File: config.mk
export PLATFORM = sky130hd
export DESIGN_NAME = fifo_wr_arbiter
export DESIGN_NICKNAME = d
export VERILOG_FILES = /design/src/rtl/fifo_arb_pkg.sv /design/src/rtl/fifo_wr_arbiter_rr_pick.sv /design/src/rtl/fifo_wr_arbiter.sv
export SDC_FILE = /design/constraint.sdc
export NUM_CORES = 1
export LEC_CHECK = 0
export ABC_CLOCK_PERIOD_IN_PS = 2400
export CORE_AREA = 2 2 83 65
export DETAILED_ROUTE_END_ITERATION = 7
export DIE_AREA = 0 0 85 67
export GPL_ROUTABILITY_DRIVEN = 0
export GPL_TIMING_DRIVEN = 0
export PLACE_DENSITY = 0.8
export SYNTH_ARGS = -nofsm -noshare
export SYNTH_HDL_FRONTEND = slang
export SYNTH_SLANG_ARGS = --single-unit
File: constraint.sdc
create_clock -name wclk -period 2.4 [get_ports wclk]
set_input_delay 0.36 -clock wclk [delete_from_list [all_inputs] [get_ports wclk]]
set_output_delay 0.36 -clock wclk [all_outputs]
set_load 0.005 [all_outputs]
File: src/rtl/fifo_arb_pkg.sv
// Shared types and helpers for the FIFO write-port arbiter.
// The optional ARB_STATS_EN build adds the per-requester beat counters.
package fifo_arb_pkg;

  typedef enum logic {
    IDLE = 1'b0,
    BUSY = 1'b1
  } arb_state_e;

  localparam int STAT_W = 16;

  // Index that follows idx in a ring of nreq requesters.
  function automatic int rr_next(input int idx, input int nreq);
    return (idx == nreq - 1) ? 0 : idx + 1;
  endfunction

endpackage

File: src/rtl/fifo_wr_arbiter_rr_pick.sv
// Combinational round-robin picker: returns the first set bit of req found
// when scanning upward from start and wrapping modulo NREQ.
module rr_pick #(
  parameter int  NREQ = 4,
  localparam int IW   = $clog2(NREQ)
) (
  input  logic [NREQ-1:0] req,
  input  logic [IW-1:0]   start,
  output logic            found,
  output logic [IW-1:0]   index
);

  always_comb begin
    found = 1'b0;
    index = '0;
    for (int k = 0; k < NREQ; k++) begin
      if (!found && req[(int'(start) + k) % NREQ]) begin
        found = 1'b1;
        index = IW'((int'(start) + k) % NREQ);
      end
    end
  end

endmodule

File: src/rtl/fifo_wr_arbiter.sv
// Round-robin arbiter sharing the FIFO write port between NREQ requesters,
// with bounded bursts and full-flag stall. Macro ARB_STATS_EN adds counters.
module fifo_wr_arbiter
  import fifo_arb_pkg::*;
#(
  parameter int  DATASIZE  = 8,
  parameter int  NREQ      = 4,
  parameter int  MAX_BURST = 4,
  localparam int IW        = $clog2(NREQ)
) (
  input  logic                     wclk,
  input  logic                     wrst,
  input  logic [NREQ-1:0]          req_valid,
  input  logic [NREQ*DATASIZE-1:0] req_data,
  output logic [NREQ-1:0]          req_ready,
  input  logic                     wfull,
  output logic                     winc,
  output logic [DATASIZE-1:0]      wdata,
  output logic [IW-1:0]            wsrc,
  input  logic                     stat_clr,
  output logic [NREQ*STAT_W-1:0]   stat_cnt
);

  arb_state_e      state, state_d;
  logic [IW-1:0]   gnt, gnt_d;
  logic [IW-1:0]   rr_last, rr_last_d;
  logic [3:0]      beat_cnt, beat_cnt_d;

  logic            release_any;
  logic [NREQ-1:0] pick_req;
  logic [IW-1:0]   pick_start;
  logic            pick_found;
  logic [IW-1:0]   pick_idx;

  // Handshake outputs and picker inputs; the picker result is consumed
  // separately below so the picker is not part of a same-block loop.
  always_comb begin
    // NOTE: every output gets a default first, so no path leaves a latch.
    req_ready   = '0;
    winc        = 1'b0;
    wdata       = '0;
    wsrc        = '0;
    release_any = 1'b0;
    pick_req    = req_valid;
    pick_start  = IW'(rr_next(int'(rr_last), NREQ));
    if (state == BUSY) begin
      req_ready[gnt] = !wfull;
      winc           = req_valid[gnt] & !wfull;
      wsrc           = gnt;
      if (winc) wdata = req_data[int'(gnt)*DATASIZE +: DATASIZE];
      release_any = (winc && beat_cnt == 4'(MAX_BURST - 1)) || !req_valid[gnt];
      pick_start  = IW'(rr_next(int'(gnt), NREQ));
      // A requester that dropped valid must not win its own re-grant.
      if (!req_valid[gnt]) pick_req[gnt] = 1'b0;
    end
  end

  rr_pick #(.NREQ(NREQ)) u_pick (
    .req   (pick_req),
    .start (pick_start),
    .found (pick_found),
    .index (pick_idx)
  );

  always_comb begin
    state_d    = state;
    gnt_d      = gnt;
    beat_cnt_d = beat_cnt;
    rr_last_d  = rr_last;
    case (state)
      IDLE: begin
        if (pick_found) begin
          state_d    = BUSY;
          gnt_d      = pick_idx;
          beat_cnt_d = '0;
        end
      end
      BUSY: begin
        if (release_any) begin
          rr_last_d = gnt;
          if (pick_found) begin
            gnt_d      = pick_idx;
            beat_cnt_d = '0;
          end else begin
            state_d = IDLE;
          end
        end else if (winc) begin
          beat_cnt_d = beat_cnt + 4'd1;
        end
      end
      default: state_d = IDLE;
    endcase
  end

  // NOTE: state registers use non-blocking assignments so every flop samples
  // the pre-edge values regardless of process ordering.
  always_ff @(posedge wclk or posedge wrst) begin
    if (wrst) begin
      state    <= IDLE;
      gnt      <= '0;
      beat_cnt <= '0;
      rr_last  <= IW'(NREQ - 1);
    end else begin
      state    <= state_d;
      gnt      <= gnt_d;
      beat_cnt <= beat_cnt_d;
      rr_last  <= rr_last_d;
    end
  end

`ifdef ARB_STATS_EN
  logic [STAT_W-1:0] stat_q [NREQ];

  // NOTE: the counter array is a handful of flops, not a RAM, so it is reset.
  always_ff @(posedge wclk or posedge wrst) begin
    if (wrst) begin
      for (int i = 0; i < NREQ; i++) stat_q[i] <= '0;
    end else begin
      for (int i = 0; i < NREQ; i++) begin
        if (stat_clr)
          stat_q[i] <= '0;
        else if (winc && gnt == IW'(i) && stat_q[i] != '1)
          stat_q[i] <= stat_q[i] + 1'b1;
      end
    end
  end

  always_comb begin
    for (int i = 0; i < NREQ; i++) stat_cnt[i*STAT_W +: STAT_W] = stat_q[i];
  end
`else
  logic unused_stat_clr;
  assign unused_stat_clr = stat_clr;
  assign stat_cnt        = '0;
`endif

endmodule
==> impl_metrics.csv <==
group,metric,value,unit
route,drt-met1-wl,1847,um
clock_network,numCtsBuffers,3,
die,die_x,85,um
timing,clock_skew,0.002505,ns
synthesis,ys_seq_area_frac,0.1351,
global_route,grt_pass1_wl,6341,um
die,rows,22,
synthesis,synthTopCellsByArea,"buf_4 29%, mux4_2 11%, dfrtp_1 10%",
route,dr_total_vias,1589,
global_route,grt_pass1_vias,1378,
die,initial_core_util,0.3499,
die,fp.dieArea,5695,sq um
global_route,grt_max_degree,11,
timing,setup_viol,0,
cells_and_area,diodes,0,
route,vias_per_cell,4.193,
route,wl_per_cell,11.69,um
clock_network,cts_sinks,9,
synthesis,synthAdderAreaFrac,0.04454,
timing,worst_slew_pin_slew,0.5673,ns
worst_setup_path,rr_startpoint,"gnt[0]",
synthesis,synth_xor_area_frac,0.01039,
timing,setup_ws,0.03100,ns
timing,min_period_over_period,0.9871,
route,drt_iter0_markers,118,
synthesis,ys_ff_latch,9,
die,ios,119,
clock_network,ctsHtreeMaxLevel,1,
place,portBuffers,53,
worst_setup_path,crit_path_end_kind,"output pin",
synthesis,synth_top_family_by_area,"buffers and inverters",
worst_setup_path,criticalPathCategory,"flip-flop to output pin",
timing,holdWs,0.3867,ns
die,dieHeight,67,um
place,post-place-ws,-0.2217,ns
timing,hold_viol,0,
synthesis,synth_flop_cell,"dfrtp_1",
synthesis,synth_top_area_frac,0.2895,
cells_and_area,nNetsFinal,366,
die,core,4817,sq um
global_route,grtUsageTotal,0.1356,
clock_network,cts_tree,"yes",
worst_setup_path,cp-startpoint,"gnt[0]",
timing,fmax,422.1,MHz
route,routed-wl-met2,2303,um
timing,maxSlewHeadroom,0.6204,
clock_network,path_clk_slew,0.04,ns
route,highest-signal-layer,"met4",
global_route,grt-ovfl-total,0,
synthesis,avgSynthCellArea,8.778,sq um
synthesis,synthMuxAreaShare,0.1730,
worst_setup_path,critPathArrivalTime,2.01,ns
clock_network,clock_path_buffers,2,
worst_setup_path,cp_max_fo,7,
pwr,irDropWorstVdd,0.5084,mV
synthesis,synth_area,1685,sq um
status,outcome,"finished clean",
synthesis,synth_cell_types,50,
route,ant_nets,0,
route,wl_met3,265,um
pwr,p_total,2.590,mW
place,hpwl,3532,um
clock_network,clock_latency,0.22,ns
pwr,p_leak,1.498,nW
timing,slew_viol_final,0,
global_route,antenna_found_initial,0,
synthesis,synthArstFlopShare,1.000,
cells_and_area,post-route-util,0.5709,
synthesis,synth_compound_area_frac,0.1514,
worst_setup_path,r2r_setup_slack,0.05,ns
worst_setup_path,startpoint_type,"flip-flop",
cells_and_area,drive_gt1_frac,0.3480,
synthesis,synth_common_cells,"65 x buf_4, 12 x nor2_1, 11 x inv_1, 9 x and3_1, 8 x mux4_2",
synthesis,yosysMostFrequentCell,"buf_4",
route,drc,0,
route,routed_wl,4431,um
pwr,p_per_area,941.8,nW/um^2
timing,period_needed,2.369,ns
hold_path,min_path_type,"input pin to asynchronous set/reset pin",
synthesis,synth_edf_count,0,
synthesis,yosys_warnings,0,
run,drv_cap,0,
synthesis,synthSimpleGateAreaFrac,0.1544,
worst_setup_path,critPathRequiredTime,2.04,ns
cells_and_area,area_growth,63.18,%
synthesis,yosysTopAreaCell,"buf_4",
clock_network,cts-root-buf,"clkbuf_8",
synthesis,syn_inst,192,
route,firstDrtPassIters,4,
==> sequential cells by signal, indices dropped and copies added, names as in the netlist <==
name,count
beat_cnt,4
gnt,2
state,1
rr_last,2
==> metal layers <==
layer / up-vias / track usage
met5: - / 0
met4: 0 / 0.001984
met3: 2 / 0.02230
met2: 60 / 0.2568
met1: 718 / 0.1715
li1: 809 / -
==> layout by cell type (no fill, tap or decap), types with 3 or more instances in the layout <==
| master | Yosys | routed |
|---|---|---|
| buf_4 | 65 | 70 |
| dlymetal6s2s_1 | 0 | 7 |
| nor3_1 | 3 | 3 |
| nand3_1 | 4 | 4 |
| nand2b_1 | 3 | 3 |
| conb_1 | 1 | 64 |
| and3_1 | 9 | 9 |
| o21ai_0 | 3 | 3 |
| mux2i_1 | 4 | 3 |
| inv_1 | 11 | 10 |
| nand2_1 | 4 | 4 |
| nor2_1 | 12 | 11 |
| clkdlybuf4s50_1 | 0 | 45 |
| mux4_2 | 8 | 8 |
| dfrtp_1 | 7 | 6 |
| mux2_2 | 5 | 3 |
| clkbuf_8 | 0 | 3 |
| ha_1 | 6 | 5 |
| mux2_4 | 1 | 4 |
| and2_1 | 4 | 4 |
==> stage by stage <==
step | instance area [sq um] | cells | setup TNS (ns)
6_report | 2750 | 379 | 0
5_1_grt | 2750 | 379 | -0.06339
4_1_cts | 2600 | 373 | -0.3370
3_5_place_dp | 2527 | 368 | -1.015
3_3_place_gp | 2527 | 368 | -0.7594
2_1_floorplan | 1922 | 255 | 0
==> kinds of logic (layout without fill, tap and decap cells) <==
family	count (synthesis)	after routing
and+or+nand+nor	46	46
DFF	9	9
AOI/OAI and AO/OA	30	30
other	1	64
xor gates and xnor gates	2	2
muxes	18	19
buffers and inverters	80	143
adders and majority gates	6	6
==> worst max-delay path, stage by stage, from the launching register on <==
cell,delay [ns]
dfrtp_1,0.38
buf_6,0.16
clkbuf_16,0.15
mux4_2,0.47
and3_1,0.19
clkdlybuf4s50_1,0.44
==> power breakdown <==
group | switching, mW | internal (mW)
clock network | 0.0514 | 0.115
registers | 0.0609 | 0.228
logic | 0.986 | 1.15
==> final timing paths <==
check,endpoint,cells after the start
worst max-delay path,wdata[2],5
worst min-delay path,beat_cnt[1],2
worst max register to register,gnt[0],8
worst min register to register,beat_cnt[0],1
max in group asynchronous,rr_last[1],2
min in group wclk,beat_cnt[0],1
==> area by class of cell <==
cell class	instances	area, sq um
plain buffers	69	535.5
clock buffers	4	45.04
fillers	441	2067
inverters	11	45.04
multi-input cells	167	1211
flip-flops and latches	9	229.0
well taps	60	75.07
repair buffers	59	609.3
==> repair_timing <==
action | CTS | global route
setup buffers | 1 | 4
setup endpoints to repair | 13 | 15
gates cloned | 0 | 2
hold buffers | 0 | 0
gates resized for setup | 8 | 21
pin swaps | 0 | 3
(Power assumes the default switching activity.)
